### config.mk
export PLATFORM = sky130hd
export DESIGN_NAME = jkff_bank_sequencer
export DESIGN_NICKNAME = d
export VERILOG_FILES = /design/src/rtl/jkff_seq_pkg.sv /design/src/rtl/jk_reg_bank.sv /design/src/rtl/jkff_bank_sequencer.sv
export SDC_FILE = /design/constraint.sdc
export NUM_CORES = 1
export LEC_CHECK = 0
export CAP_MARGIN = 20
export CORE_UTILIZATION = 55
export DETAILED_ROUTE_END_ITERATION = 8
export DONT_BUFFER_PORTS = 1
export PLACE_DENSITY = 0.74
export SLEW_MARGIN = 20
export SYNTH_ARGS = -nofsm -noshare
export SYNTH_HDL_FRONTEND = slang
export SYNTH_SLANG_ARGS = --single-unit
### constraint.sdc
create_clock -name clk -period 1.6 [get_ports clk]
set_input_delay 0.24 -clock clk [delete_from_list [all_inputs] [get_ports clk]]
set_output_delay 0.24 -clock clk [all_outputs]
set_load 0.03 [all_outputs]
### src/rtl/jkff_seq_pkg.sv
// Shared opcodes, FSM states and helpers for the JK bank sequencer.
// Imported by the sequencer top level and its bench.
package jkff_seq_pkg;

  localparam logic [2:0] OP_HOLD   = 3'd0;
  localparam logic [2:0] OP_CLEAR  = 3'd1;
  localparam logic [2:0] OP_LOAD   = 3'd2;
  localparam logic [2:0] OP_UP     = 3'd3;
  localparam logic [2:0] OP_DOWN   = 3'd4;
  localparam logic [2:0] OP_TOGGLE = 3'd5;

  typedef enum logic [1:0] {
    S_IDLE = 2'd0,
    S_EXEC = 2'd1,
    S_DONE = 2'd2
  } state_t;

  function automatic logic is_count_op(input logic [2:0] op);
    return (op == OP_UP) || (op == OP_DOWN);
  endfunction

endpackage

### src/rtl/jk_reg_bank.sv
// Bank of WIDTH behavioural JK flip-flops with async clear.
// Per bit: 00 hold, 01 reset, 10 set, 11 toggle.
module jk_reg_bank #(
  parameter int WIDTH = 4
) (
  input  logic             clk,
  input  logic             rst,
  input  logic [WIDTH-1:0] j,
  input  logic [WIDTH-1:0] k,
  output logic [WIDTH-1:0] q,
  output logic [WIDTH-1:0] qbar
);

  logic [WIDTH-1:0] q_q;
  logic [WIDTH-1:0] q_d;

  always_comb begin
    q_d = q_q;
    for (int i = 0; i < WIDTH; i++) begin
      case ({j[i], k[i]})
        2'b01:   q_d[i] = 1'b0;
        2'b10:   q_d[i] = 1'b1;
        2'b11:   q_d[i] = ~q_q[i];
        default: q_d[i] = q_q[i];
      endcase
    end
  end

  always_ff @(posedge clk or posedge rst) begin
    if (rst) q_q <= '0;
    else     q_q <= q_d;
  end

  assign q    = q_q;
  assign qbar = ~q_q;

endmodule

### src/rtl/jkff_bank_sequencer.sv
// Command FSM that decodes host commands into JK excitation
// for a register bank, one done pulse per command.
module jkff_bank_sequencer #(
  parameter int WIDTH = 4,
  parameter int CNT_W = 8
) (
  input  logic             clk,
  input  logic             rst,
  input  logic             cmd_valid,
  output logic             cmd_ready,
  input  logic [2:0]       cmd_op,
  input  logic [WIDTH-1:0] cmd_data,
  input  logic [CNT_W-1:0] cmd_count,
  output logic [WIDTH-1:0] q,
  output logic [WIDTH-1:0] qbar,
  output logic             busy,
  output logic             done,
  output logic             wrap
);
  import jkff_seq_pkg::*;

  localparam logic [CNT_W-1:0] CNT_ONE = CNT_W'(1);

  state_t           state_q, state_d;
  logic [2:0]       op_q, op_d;
  logic [WIDTH-1:0] data_q, data_d;
  logic [CNT_W-1:0] cnt_q, cnt_d;
  logic             done_q, done_d;
  logic             wrap_q, wrap_d;
  logic             busy_q, busy_d;
  logic             ready_q, ready_d;

  logic [WIDTH-1:0] j, k;
  logic [WIDTH-1:0] up_t, dn_t;

  always_comb begin
    state_d = state_q;
    op_d    = op_q;
    data_d  = data_q;
    cnt_d   = cnt_q;
    busy_d  = busy_q;
    ready_d = ready_q;
    done_d  = 1'b0;
    wrap_d  = 1'b0;
    unique case (state_q)
      S_IDLE: begin
        if (cmd_valid) begin
          op_d    = (cmd_op > OP_TOGGLE) ? OP_HOLD : cmd_op;
          data_d  = cmd_data;
          busy_d  = 1'b1;
          ready_d = 1'b0;
          state_d = S_EXEC;
          cnt_d   = CNT_ONE;
          if (is_count_op(cmd_op)) begin
            cnt_d = cmd_count;
            // zero-step counts skip EXEC so the bank is untouched
            if (cmd_count == '0) begin
              state_d = S_DONE;
              done_d  = 1'b1;
            end
          end
        end
      end
      S_EXEC: begin
        cnt_d  = cnt_q - CNT_ONE;
        wrap_d = ((op_q == OP_UP) && (&q)) ||
                 ((op_q == OP_DOWN) && ~(|q));
        if (cnt_q == CNT_ONE) begin
          state_d = S_DONE;
          done_d  = 1'b1;
        end
      end
      S_DONE: begin
        state_d = S_IDLE;
        busy_d  = 1'b0;
        ready_d = 1'b1;
      end
      default: begin
        state_d = S_IDLE;
        busy_d  = 1'b0;
        ready_d = 1'b1;
      end
    endcase
  end

  always_ff @(posedge clk or posedge rst) begin
    if (rst) begin
      state_q <= S_IDLE;
      op_q    <= OP_HOLD;
      data_q  <= '0;
      cnt_q   <= '0;
      done_q  <= 1'b0;
      wrap_q  <= 1'b0;
      busy_q  <= 1'b0;
      ready_q <= 1'b1;
    end else begin
      state_q <= state_d;
      op_q    <= op_d;
      data_q  <= data_d;
      cnt_q   <= cnt_d;
      done_q  <= done_d;
      wrap_q  <= wrap_d;
      busy_q  <= busy_d;
      ready_q <= ready_d;
    end
  end

  always_comb begin
    up_t    = '0;
    dn_t    = '0;
    up_t[0] = 1'b1;
    dn_t[0] = 1'b1;
    for (int i = 1; i < WIDTH; i++) begin
      up_t[i] = up_t[i-1] & q[i-1];
      dn_t[i] = dn_t[i-1] & ~q[i-1];
    end
  end

  always_comb begin
    j = '0;
    k = '0;
    if (state_q == S_EXEC) begin
      unique case (1'b1)
        (op_q == OP_CLEAR): k = '1;
        (op_q == OP_LOAD): begin
          j = data_q;
          k = ~data_q;
        end
        (op_q == OP_TOGGLE): begin
          j = '1;
          k = '1;
        end
        (op_q == OP_UP): begin
          j = up_t;
          k = up_t;
        end
        (op_q == OP_DOWN): begin
          j = dn_t;
          k = dn_t;
        end
        default: ;
      endcase
    end
  end

  jk_reg_bank #(
    .WIDTH(WIDTH)
  ) u_bank (
    .clk (clk),
    .rst (rst),
    .j   (j),
    .k   (k),
    .q   (q),
    .qbar(qbar)
  );

  assign cmd_ready = ready_q;
  assign busy      = busy_q;
  assign done      = done_q;
  assign wrap      = wrap_q;

endmodule
# Word-level counts from Yosys, hierarchy flattened
# Index checks and enable logic that the tools add are counted.
# W data, S select, Z words.
[totals]
regBits = 25
in_bits = 18
out_inout_bits = 12
elab_cells = 94
[op_classes]
n_addsub = 1
order_cmp = 1
n_eq_ne = 23
muxes = 27
bitwise_logic = 12
n_reduce_logical = 18
[ops]
columns = ["operator", "count"]
rows = [
  ["$pmux W4 S4", 2],
  ["$eq A2 B2 Y1 const B", 8],
  ["$mux W8", 2],
  ["$pmux W8 S2", 1],
  ["$pmux W1 S3", 4],
  ["$reduce_bool A3 Y1", 4],
  ["$eq A2 B1 Y1 const B", 5],
  ["$eq A3 B2 Y1 const B", 3],
  ["$eq A3 B3 Y1 const B", 3],
  ["$eq A8 B1 Y1 const B", 1],
  ["$logic_not A8 Y1", 1],
  ["$mux W2", 4],
  ["$mux W4", 2],
  ["$not A4 Y4", 2],
  ["$reduce_and A2 Y1", 4],
  ["$sub A8 B1 Y8 const B", 1],
  ["$mux W1", 7],
  ["$not A1 Y1", 6],
  ["$pmux W1 S2", 3],
  ["$and A1 B1 Y1", 4],
  ["$ne A2 B2 Y1 const B", 2],
  ["$pmux W2 S2", 1],
  ["$reduce_and A4 Y1", 1],
  ["$reduce_or A4 Y1", 1],
  ["8 further kinds", 10],
]

# Depth between registers and ports, before layout
# Gate-level depths: netlist (run 1).
[logic_depth]
depth_word = 7
ltp_mapped = 6
ltp_nobuf = 5

# Modules after synthesis
# Synthesis (run 1) repeated with hierarchy kept, for this count alone.
[unflattened]
cells_unflattened = 173
hier_area_um2 = 1486.4
[modules_own_cells]
columns = ["mod", "n_inst", "cells_each", "area_per_inst_um2", "seq_area_each_um2"]
rows = [
  ["jkff_bank_sequencer", 1, 156, 1330.0, 526.8],
  ["jk_reg_bank", 1, 17, 156.4, 100.1],
]

# Worst setup path after synthesis (run 1)
# Ideal clock, no wire load.
[synth_timing]
kind = "register -> register"
startpoint = "reg u_bank.q_q[0] (netlist: u_bank.q[0])"
endpoint = "reg u_bank.q_q[3] (netlist: u_bank.q[3])"
setup_time_ns = 0.143
arrival_time_ns = 1.380
required_ns = 1.457
path_slack_ns = 0.078
stages_incl_launch_ff = 5
n_path_buf = 0
synth_period_minus_slack_ns = 1.522
cell_sequence = "dfrtp_1 > and3_1 > and3_1 > a2111oi_0 > o22ai_1"
[synth_between]
elab_chain_len = 7
word_cells_on_any_way = 14
cone_classes = "eq/ne: 3; mux: 5; bitwise: 5; reduce/logical: 1"
[synth_lines]
columns = ["element", "line", "rtl"]
rows = [
  ["start: declaration", "jk_reg_bank.sv:14", "logic [WIDTH-1:0] q_q;"],
  ["start signal: assignment", "jk_reg_bank.sv:31", "else q_q <= q_d;"],
  ["$not A1 Y1", "jkff_bank_sequencer.sv:115", "dn_t[i] = dn_t[i-1] & ~q[i-1];"],
  ["$and A1 B1 Y1 (2 in series)", "jkff_bank_sequencer.sv:115", ""],
  ["$pmux W4 S4", "jkff_bank_sequencer.sv:123", "unique case (1'b1)"],
  ["$mux W4", "jkff_bank_sequencer.sv:122", "if (state_q == S_EXEC) begin"],
  ["$eq A2 B2 Y1 / $eq A2 B1 Y1 (equally long branches)", "jk_reg_bank.sv:20", "case ({j[i], k[i]})"],
  ["$pmux W1 S3 / $reduce_bool A3 Y1 (equally long branches)", "-", ""],
]
# Parallel ways exist; a longest one is shown, timed or not.
# A chain may end at the register's enable or synchronous reset.

# Final worst setup path (run 1)
[layout_timing]
startpoint = "reg cnt_q[2]"
endpoint = "reg state_q[0]"
[layout_between]
elab_chain_len = 3
[layout_lines]
columns = ["element", "line", "rtl"]
rows = [
  ["start: declaration", "jkff_bank_sequencer.sv:27", "logic [CNT_W-1:0] cnt_q, cnt_d;"],
  ["start signal: assignment", "jkff_bank_sequencer.sv:100", "cnt_q <= cnt_d;"],
  ["$eq A8 B1 Y1", "jkff_bank_sequencer.sv:68", "if (cnt_q == CNT_ONE) begin"],
  ["$ne A2 B2 Y1 (no line)", "-", ""],
  ["$reduce_and A2 Y1 (no line)", "-", ""],
  ["end signal: assignment", "jkff_bank_sequencer.sv:97", "state_q <= state_d;"],
  ["end: declaration", "jkff_bank_sequencer.sv:24", "state_t state_q, state_d;"],
]
# Every way passes these cells.

==> metrics, run 1 <==
status=finished clean; sequential share of the synthesized area=between 40% and 50%; crit path kind=flip-flop to flip-flop; register share of total power=37.1%; reg2reg path depth=4; Least-Margin Pin Slew=421.6 ps; dpl hpwl=roughly 2.6 mm; Final WS setup=72.07 ps; CP endpoint kind=flip-flop; Final Cycle Share=95.50%; Die Y=54.53 um; CP max FO=4; P_int=1.864 mW; floorplan core area=approximately 2500 um2; First DRT Iteration DRCs=49; GRT Residual Overflow=0; final net count=211; Area Growth Syn to Fin=13.85%; setup TNS=0 ps; commonest cells after routing, fill and taps aside=nand2_1, buf_4, dfrtp_1, inv_1; post-synthesis instance total=about 170; clock period minus worst slack=1528 ps; worst slack, placed=76.62 ps; Sw Pwr=1.549 mW; Port-buffer cells=0; antenna fix cells=0; average wire per standard cell=between 15 and 20 um; ys flop type=dfrtp_1; Detailed Route WL=3.365 mm; count of final setup violators=0; Max Fclk=654.5 MHz; worst skew pair latency=~320 ps; CP Launch Type=flip-flop; Post-Syn Area=1518 um2; Synth async-reset ratio=between 90% and 100%; die extent in x=between 50 and 60 um; fin util=67.90%; Switching Share=45.39%; pin count of the biggest net entering global routing=22; clock share of power=8.3%; Clock transition at path regs=140 ps; FP Rows=18; most common cell after layout, fill and taps aside=nand2_1; TritonCTS clock tree=done; H-tree depth=1; Max rail drop VDD=1.197 mV; Final Wtd Congestion=0.8742; Synth Register Bits=25; CP delay by family, top=simple AND/OR/NAND/NOR gates; drt pass-1 iters=4; Die Area=between 2000 and 3000 um2; DRC errors left=0; count of pins over their slew limit=0; DR vias=1352; CP max-delay cell=dfrtp_2; Power Density=between 1500 and 2000 nW/um2; Hold Path Class=input port to flip-flop; vias in the first global route=1191; Avg Cell Area, Syn=approximately 8.9 um2; total global-route track usage=around 25%; Initial Util=between 50 and 60%; Sink Count=25; Clock Skews=8.320 ps; CP bufs+invs=0; CP cell instances=or3_4, nor3_4, nand3b_1, a22o_1; Rel. slew slack=71.89%; share of cells above drive strength 1=between 15 and 20%; post-synth net total=191; RSZ-0062 raised after global routing=no; Leak=0.7797 nW; required time of the critical path=1830 ps; Routed Antenna Nets=0; Hold WS=17.90 ps; max_cap viols=0; Fin. Hold Viols=0; Comb power frac=54.6%; Ys Warns=0; CTS root buf=clkbuf_4; initial antenna violation count=0; hold path cells=2; CP arrival=1760 ps; placed inst area=1665 um2; EDFF count, synth=0; # IOs=30; Synth cell types=49; vias per cell=6.145; first-pass GRT wire length=5.382 mm; Stages on worst setup path=4; number of fillers in the final layout=about 210; Clock Path Buffers=2; Largest stage delay, worst path=440 ps; CTS Buf Count=3; final instance area=1728 um2
==> Yosys cell counts, types with 2 or more instances <==
master    number  area, um2
a21oi_1       10      50.05
nand3_1        2      10.01
buf_2          5      25.02
nand2_1       26      97.59
o22ai_1        5      31.28
o211ai_1       2      15.01
inv_1         11      41.29
a211oi_1       2      15.01
nor2b_1        7      43.79
and3_1         2      12.51
nor3_1         3      15.01
a311oi_1       3      26.28
nor3b_1        2      15.01
o22a_1         3      26.28
o21ai_0        6      30.03
o21ai_1        2      10.01
a41oi_1        2      17.52
dfrtp_1       24      600.6
clkbuf_1       2      7.510
nand2b_1       9      56.30
mux2i_1        5      50.05
nor2_1        10      37.54
ha_1           2      25.02
==> stage by stage <==
step	total power, mW	instances
floorplan	2.523	171
global placement	3.012	213
detailed placement	3.065	213
CTS	3.354	218
global route	3.687	220
finish	3.412	220
==> registers in the layout, summed over array words and instances, names as in the netlist <==
signal,cells
cnt_q,8
data_q,4
u_bank.q,4
op_q,3
state_q,2
busy,1
cmd_ready,1
done,1
wrap,1
==> area by class of cell <==
cell class / count / area (um2) / share of cell area [%]
multi-input cells: 126 / 812.0 / 46.99
flip-flops and latches: 25 / 630.6 / 36.50
repair buffers: 23 / 175.2 / 10.14
inverters: 12 / 45.04 / 2.607
well taps: 30 / 37.54 / 2.172
clock buffers: 3 / 22.52 / 1.303
clock inverters: 1 / 5.005 / 0.2896
==> logic make-up (layout without fill, tap and decap cells) <==
family,after synthesis,count (layout),synth area share (%)
adders and majority gates,2,2,1.649
buffers and inverters,20,39,5.606
and+or+nand+nor,71,71,26.13
muxes,5,5,3.298
DFF,25,25,41.30
AOI/OAI and AO/OA,48,48,22.01
==> timing repair <==
action / 4_1_cts / 5_1_grt
setup endpoints to repair: 0 / 4
resized for setup: 0 / 4
hold buffers: 1 / 0
setup buffers: 0 / 2
endpoints found under the hold margin: 25 / 0
==> final timing paths <==
kind	from	endpoint	slack, ps
max in group asynchronous	rst	op_q[0]$_DFFE_PP0P_	860
setup / recovery	cnt_q[2]$_DFFE_PP0P_	state_q[0]$_DFFE_PP0P_	70
hold reg to reg	data_q[0]$_DFFE_PP0P_	data_q[0]$_DFFE_PP0P_	500
min in group asynchronous	rst	cnt_q[0]$_DFFE_PP0P_	220
hold / removal	cmd_data[3]	data_q[3]$_DFFE_PP0P_	20
setup reg to reg	cnt_q[2]$_DFFE_PP0P_	state_q[0]$_DFFE_PP0P_	70
==> power groups by stage <==
stage | Sequential, mW | Clock [mW] | Combinational, mW
2_1_floorplan | 1.26 | 0 | 1.27
3_3_place_gp | 1.25 | 0 | 1.76
3_5_place_dp | 1.26 | 0 | 1.80
4_1_cts | 1.25 | 0.294 | 1.81
5_1_grt | 1.31 | 0.314 | 2.07
6_report | 1.27 | 0.283 | 1.86
==> routing by layer <==
metal	GRT usage (%)	up-vias	wire (um)
li1	-	653	-
met1	36.24	638	1615
met2	38.01	53	1462
met3	5.833	8	242
met4	6.838	0	45
met5	0	-	0
No activity file was read; power rests on OpenSTA's default activity.
==> run 2, diff against run 1 <==
--- a/config.mk
+++ b/config.mk
@@ -6,6 +6,8 @@
 export NUM_CORES = 1
 export LEC_CHECK = 0
 export CAP_MARGIN = 20
+export CORE_ASPECT_RATIO = 0.75
+export CORE_MARGIN = 4
 export CORE_UTILIZATION = 55
 export DETAILED_ROUTE_END_ITERATION = 8
 export DONT_BUFFER_PORTS = 1
==> run 2 against run 1 <==
  * Setup slack lost 37 ps
  * Core utilization shrank 2.4 points
  * Highest routed layer unchanged
  * Cell area shrank 0.65%
  * Sequential share of layout area grew 0.17 points
  * Critical path type unchanged
==> metrics, run 2 (synthesized netlist as in run 1, its figures left out) <==
Most flops, register=cnt_q (unchanged); R2R Path Start=state_q[0]$_DFFE_PP0P_ (was cnt_q[2]$_DFFE_PP0P_); Clock Path Buffers=2 (unchanged); share of cells above drive strength 1=16.13% (was 19.47%); Routed Antenna Nets=0 (unchanged); grt peak-use layer=met2 (unchanged); Final WS setup=34.58 ps (was 72.07 ps); Least-Margin Pin Slew=492.3 ps (was 421.6 ps); count of pins over their slew limit=0 (unchanged); crit path kind=flip-flop to flip-flop (unchanged); antenna fix cells=0 (unchanged); FP Rows=16 (was 18); Final Wtd Congestion=0.8799 (was 0.8742); pin count of the biggest net entering global routing=24 (was 22); DRC errors left=0 (unchanged); drt pass-1 iters=4 (unchanged); Die Y=53.50 um (was 54.53 um); count of final setup violators=0 (unchanged); CP Launch Type=flip-flop (unchanged); max reg flops=8 (unchanged); First DRT Iteration DRCs=126 (was 49); reg2reg path depth=4 (unchanged); vias per cell=6.194 (was 6.145); grt met3 use=6.794% (was 5.833%); max_cap viols=0 (unchanged); reg-to-reg endpoint=cnt_q[3]$_DFFE_PP0P_ (was state_q[0]$_DFFE_PP0P_); die extent in x=68.66 um (was 54.53 um); placed inst area=1658 um2 (was 1665 um2); average wire per standard cell=17.18 um (was 15.30 um); Area Growth Syn to Fin=13.11% (was 13.85%); hold path cells=2 (unchanged); CTS root buf=clkbuf_8 (was clkbuf_4); Hold Crit Start=cmd_data[0] (was cmd_data[3]); met1 Use GR=32.32% (was 36.24%); Final Cycle Share=97.84% (was 95.50%); Detailed Route WL=3.815 mm (was 3.365 mm); Fin. Hold Viols=0 (unchanged); Hold Path Class=input port to flip-flop (unchanged); final net count=207 (was 211); setup TNS=0 ps (unchanged); CP endpoint kind=flip-flop (unchanged); required time of the critical path=1750 ps (was 1830 ps); DR vias=1375 (was 1352); H-tree depth=1 (unchanged); clock period minus worst slack=1565 ps (was 1528 ps); Power Density=2047 nW/um2 (was 1975 nW/um2); Max rail drop VDD=0.8088 mV (was 1.197 mV); total global-route track usage=23.43% (was 25.29%); floorplan core area=2623 um2 (was 2545 um2); worst skew pair latency=270 ps (was 320 ps); hold worst-path end=data_q[0]$_DFFE_PP0P_ (was data_q[3]$_DFFE_PP0P_); RSZ-0062 raised after global routing=yes (was no); GRT Residual Overflow=0 (unchanged); fin util=65.46% (was 67.90%); CP arrival=1720 ps (was 1760 ps); r2r setup slk=30 ps (was 70 ps); TritonCTS clock tree=done (unchanged); Sink Count=25 (unchanged); vias in the first global route=1287 (was 1191); status=finished clean (unchanged); Clock transition at path regs=90 ps (was 140 ps); Leak=0.7656 nW (was 0.7797 nW); Die Area=3673 um2 (was 2974 um2); final instance area=1717 um2 (was 1728 um2); post-CTS setup buffer count=0 (unchanged); GR Layer Usage met2=34.87% (was 38.01%); initial antenna violation count=0 (unchanged); Initial Util=57.87% (was 59.64%); Max Fclk=638.8 MHz (was 654.5 MHz); Clock Skews=3.020 ps (was 8.320 ps); Rel. slew slack=66.72% (was 71.89%); # IOs=30 (unchanged); dpl hpwl=2.929 mm (was 2.597 mm); first-pass GRT wire length=6.182 mm (was 5.382 mm); commonest cells after routing, fill and taps aside=nand2_1, dfrtp_1, buf_4, inv_1 (was nand2_1, buf_4, dfrtp_1, inv_1); worst slack, placed=23.16 ps (was 76.62 ps); CP max FO=10 (was 4); most common cell after layout, fill and taps aside=nand2_1 (unchanged); number of fillers in the final layout=224 (was 213); Port-buffer cells=0 (unchanged); CTS Buf Count=3 (unchanged)
==> run 2: worst max-delay path, cell delays in order, from the launching register on <==
cell	delay [ps]
dfrtp_2	480
inv_2	70
o41ai_1	460
a21oi_1	150
a311oi_1	290
==> run 2: final cells by class <==
| cell class | count | area (um2) | share of cell area, % |
|---|---|---|---|
| inverters | 12 | 45.04 | 2.624 |
| multi-input cells | 126 | 807.0 | 47.01 |
| well taps | 36 | 45.04 | 2.624 |
| clock buffers | 4 | 45.04 | 2.624 |
| repair buffers | 19 | 145.1 | 8.455 |
| flip-flops and latches | 25 | 629.4 | 36.66 |
==> run 2: worst max-delay path by stage <==
stage	end	from	slack [ps]	cells past startpoint
2_1_floorplan	u_bank.q[3]$_DFFE_PP0P_	u_bank.q[0]$_DFFE_PP0P_	80	4
3_3_place_gp	state_q[0]$_DFFE_PP0P_	cnt_q[2]$_DFFE_PP0P_	130	4
3_5_place_dp	u_bank.q[3]$_DFFE_PP0P_	op_q[0]$_DFFE_PP0P_	20	4
4_1_cts	cnt_q[3]$_DFFE_PP0P_	state_q[0]$_DFFE_PP0P_	10	4
5_1_grt	state_q[0]$_DFFE_PP0P_	cnt_q[2]$_DFFE_PP0P_	-9	4
6_report	cnt_q[3]$_DFFE_PP0P_	state_q[0]$_DFFE_PP0P_	30	4
==> run 2: through the flow <==
step | hold WS, ps | total power, mW | instances
CTS | 76.48 | 3.486 | 222
finish | 81.06 | 3.515 | 222
floorplan | 266.6 | 2.523 | 171
global route | 78.67 | 3.780 | 222
detailed placement | 5.986 | 3.108 | 217
global placement | -3.084 | 3.014 | 217
==> run 2: repair_timing <==
| action | 4_1_cts | 5_1_grt |
|---|---|---|
| hold endpoints to repair | 25 | 0 |
| setup endpoints to repair | 0 | 5 |
| gates resized for setup | 0 | 3 |
| hold buffers | 1 | 0 |
==> run 2: routing by layer <==
layer  share of wire (%)  routed length (um)
met5                   0                   0
met1                  43                1644
met2                  46                1761
met3                 9.6                 366
met4                 1.1                  42
==> run 2: power breakdown <==
part           total, mW  internal (mW)  switching [mW]  leakage (nW)
combinational       1.87          0.830            1.04         0.440
clock              0.378          0.178           0.200        0.0228
sequential          1.27          0.905           0.360         0.303
==> run 3, diff against run 2 <==
--- a/config.mk
+++ b/config.mk
@@ -8,10 +8,10 @@
 export CAP_MARGIN = 20
 export CORE_ASPECT_RATIO = 0.75
 export CORE_MARGIN = 4
-export CORE_UTILIZATION = 55
+export CORE_UTILIZATION = 60
 export DETAILED_ROUTE_END_ITERATION = 8
 export DONT_BUFFER_PORTS = 1
-export PLACE_DENSITY = 0.74
+export PLACE_DENSITY = 0.8
 export SLEW_MARGIN = 20
 export SYNTH_ARGS = -nofsm -noshare
 export SYNTH_HDL_FRONTEND = slang
==> run 3 against run 2 <==
  * Critical endpoint is now cnt_q[7]$_DFFE_PP0P_
  * Power up 1.0%
  * Combinational power up 7%
  * First-iteration DRC count up 32%
  * Highest routed layer unchanged
==> metrics, run 3 (synthesized netlist as in run 1, its figures left out) <==
DR vias=1454 (was 1375); first-pass GRT wire length=6.368 mm (was 6.182 mm); CP bufs+invs=0 (was 1); placed inst area=1655 um2 (was 1658 um2); FP Rows=15 (was 16); drt pass-1 iters=4 (unchanged); Final Wtd Congestion=0.9781 (was 0.8799); Initial Util=64.69% (was 57.87%); fin util=74.56% (was 65.46%); clock period minus worst slack=1554 ps (was 1565 ps); Final Cycle Share=97.11% (was 97.84%); First DRT Iteration DRCs=166 (was 126); Sink Count=25 (unchanged); CP arrival=1770 ps (was 1720 ps); Sw Pwr=1.643 mW (was 1.601 mW); number of fillers in the final layout=181 (was 224); CTS root buf=clkbuf_4 (was clkbuf_8); Switching Share=46.28% (was 45.54%); average wire per standard cell=17.75 um (was 17.18 um); final instance area=1749 um2 (was 1717 um2); TritonCTS clock tree=done (unchanged); most common cell after layout, fill and taps aside=nand2_1 (unchanged); CTS Buf Count=3 (unchanged); Port-buffer cells=0 (unchanged); CP endpoint kind=flip-flop (unchanged); Leak=0.7849 nW (was 0.7656 nW); Clock transition at path regs=120 ps (was 90 ps); Clock Path Buffers=2 (unchanged); clock share of power=8.0% (was 10.8%); GRT Residual Overflow=0 (unchanged); multi-input logic area=812.0 um2 (was 807.0 um2); worst slack, placed=69.57 ps (was 23.16 ps); vias per cell=6.434 (was 6.194); Die Area=3407 um2 (was 3673 um2); Routed Antenna Nets=0 (unchanged); Reg area=630.6 um2 (was 629.4 um2); RSZ-0062 raised after global routing=yes (unchanged); Max Fclk=643.6 MHz (was 638.8 MHz); DRC errors left=0 (unchanged); count of pins over their slew limit=0 (unchanged); Power Density=2030 nW/um2 (was 2047 nW/um2); CP max-delay cell=dfrtp_1 (was dfrtp_2); vias in the first global route=1350 (was 1287); antenna fix cells=0 (unchanged); # IOs=30 (unchanged); Final WS setup=46.29 ps (was 34.58 ps); register share of total power=35.6% (was 36.0%); Clock Skews=11.96 ps (was 3.020 ps); Fin. Hold Viols=0 (unchanged); status=finished clean (unchanged); CP max FO=3 (was 10); Largest stage delay, worst path=430 ps (was 480 ps); P_int=1.908 mW (was 1.914 mW); Die Y=51.56 um (was 53.50 um); Rel. slew slack=66.34% (was 66.72%); max_cap viols=0 (unchanged); floorplan core area=2346 um2 (was 2623 um2); final net count=213 (was 207); required time of the critical path=1820 ps (was 1750 ps); CP delay by family, top=simple AND/OR/NAND/NOR gates (was compound AO/OA/AOI/OAI gates); Most flops, register=cnt_q (unchanged); Area Growth Syn to Fin=15.25% (was 13.11%); Hold Path Class=input port to flip-flop (unchanged); total global-route track usage=24.73% (was 23.43%); pin count of the biggest net entering global routing=22 (was 24); die extent in x=66.08 um (was 68.66 um); dpl hpwl=2.920 mm (was 2.929 mm); worst skew pair latency=320 ps (was 270 ps); max reg flops=8 (unchanged); initial antenna violation count=0 (unchanged); share of cells above drive strength 1=19.79% (was 16.13%); count of final setup violators=0 (unchanged); CP Launch Type=flip-flop (unchanged); Hold WS=22.87 ps (was 81.06 ps); crit path kind=flip-flop to flip-flop (unchanged); setup TNS=0 ps (unchanged); Max rail drop VDD=1.029 mV (was 0.8088 mV); H-tree depth=1 (unchanged); Comb power frac=56.5% (was 53.2%); commonest cells after routing, fill and taps aside=nand2_1, buf_4, dfrtp_1, inv_1 (was nand2_1, dfrtp_1, buf_4, inv_1); Detailed Route WL=4.012 mm (was 3.815 mm); Least-Margin Pin Slew=497.8 ps (was 492.3 ps); CP cell instances=or3_4, nor3_4, a211oi_1, a311oi_1 (was inv_2, o41ai_1, a21oi_1, a311oi_1)
==> run 3: power groups by stage <==
stage | combinational (mW) | clock [mW] | sequential, mW
final | 2.00 | 0.283 | 1.26
after global routing | 2.17 | 0.317 | 1.30
after CTS | 1.86 | 0.291 | 1.24
after detailed placement | 1.85 | 0 | 1.26
after global placement | 1.77 | 0 | 1.23
after floorplan | 1.27 | 0 | 1.26
==> run 3: path summary, 6_finish.rpt <==
| path | from | end | slack (ps) | depth (start not counted) |
|---|---|---|---|---|
| worst max-delay path | cnt_q[4]$_DFFE_PP0P_ | cnt_q[7]$_DFFE_PP0P_ | 50 | 4 |
| worst min-delay path | cmd_data[1] | data_q[1]$_DFFE_PP0P_ | 20 | 2 |
| worst max register to register | cnt_q[4]$_DFFE_PP0P_ | cnt_q[7]$_DFFE_PP0P_ | 50 | 4 |
| worst min register to register | data_q[0]$_DFFE_PP0P_ | data_q[0]$_DFFE_PP0P_ | 520 | 2 |
| max in group asynchronous | rst | cnt_q[2]$_DFFE_PP0P_ | 840 | 3 |
| min in group asynchronous | rst | busy$_DFFE_PP0P_ | 220 | 2 |
==> run 3: through the flow <==
step                instances  power [mW]
floorplan                 171       2.523
global placement          215       2.999
detailed placement        215       3.110
CTS                       220       3.399
global route              226       3.791
finish                    226       3.551
==> run 3: area by class of cell <==
type	count	share of cell area, %
timing repair buffer	25	11.02
sequential	25	36.05
inverter	12	2.575
multi-input combinational	126	46.42
clock buffer	4	1.502
tap	34	2.432
==> run 3: metal layers <==
layer / share of wire [%] / wire length, um / GRT usage [%]
met1: 41 / 1645 / 35.05
met3: 10 / 419 / 7.559
met5: 0 / 0 / 0
met2: 47 / 1867 / 37.27
met4: 2.0 / 80 / 5.743
==> run 3: worst reg2reg max path, cell delays in order (launching register included) <==
cell and delay [ps]:
dfrtp_1 430, or3_4 410, nor3_4 220, a211oi_1 120, a311oi_1 280
==> run 3: timing repair <==
action | in CTS | in global routing
hold buffers | 1 | 1
setup buffers | 0 | 5
resized for setup | 0 | 6
hold endpoints to repair | 25 | 1
endpoints found under the setup margin | 0 | 6
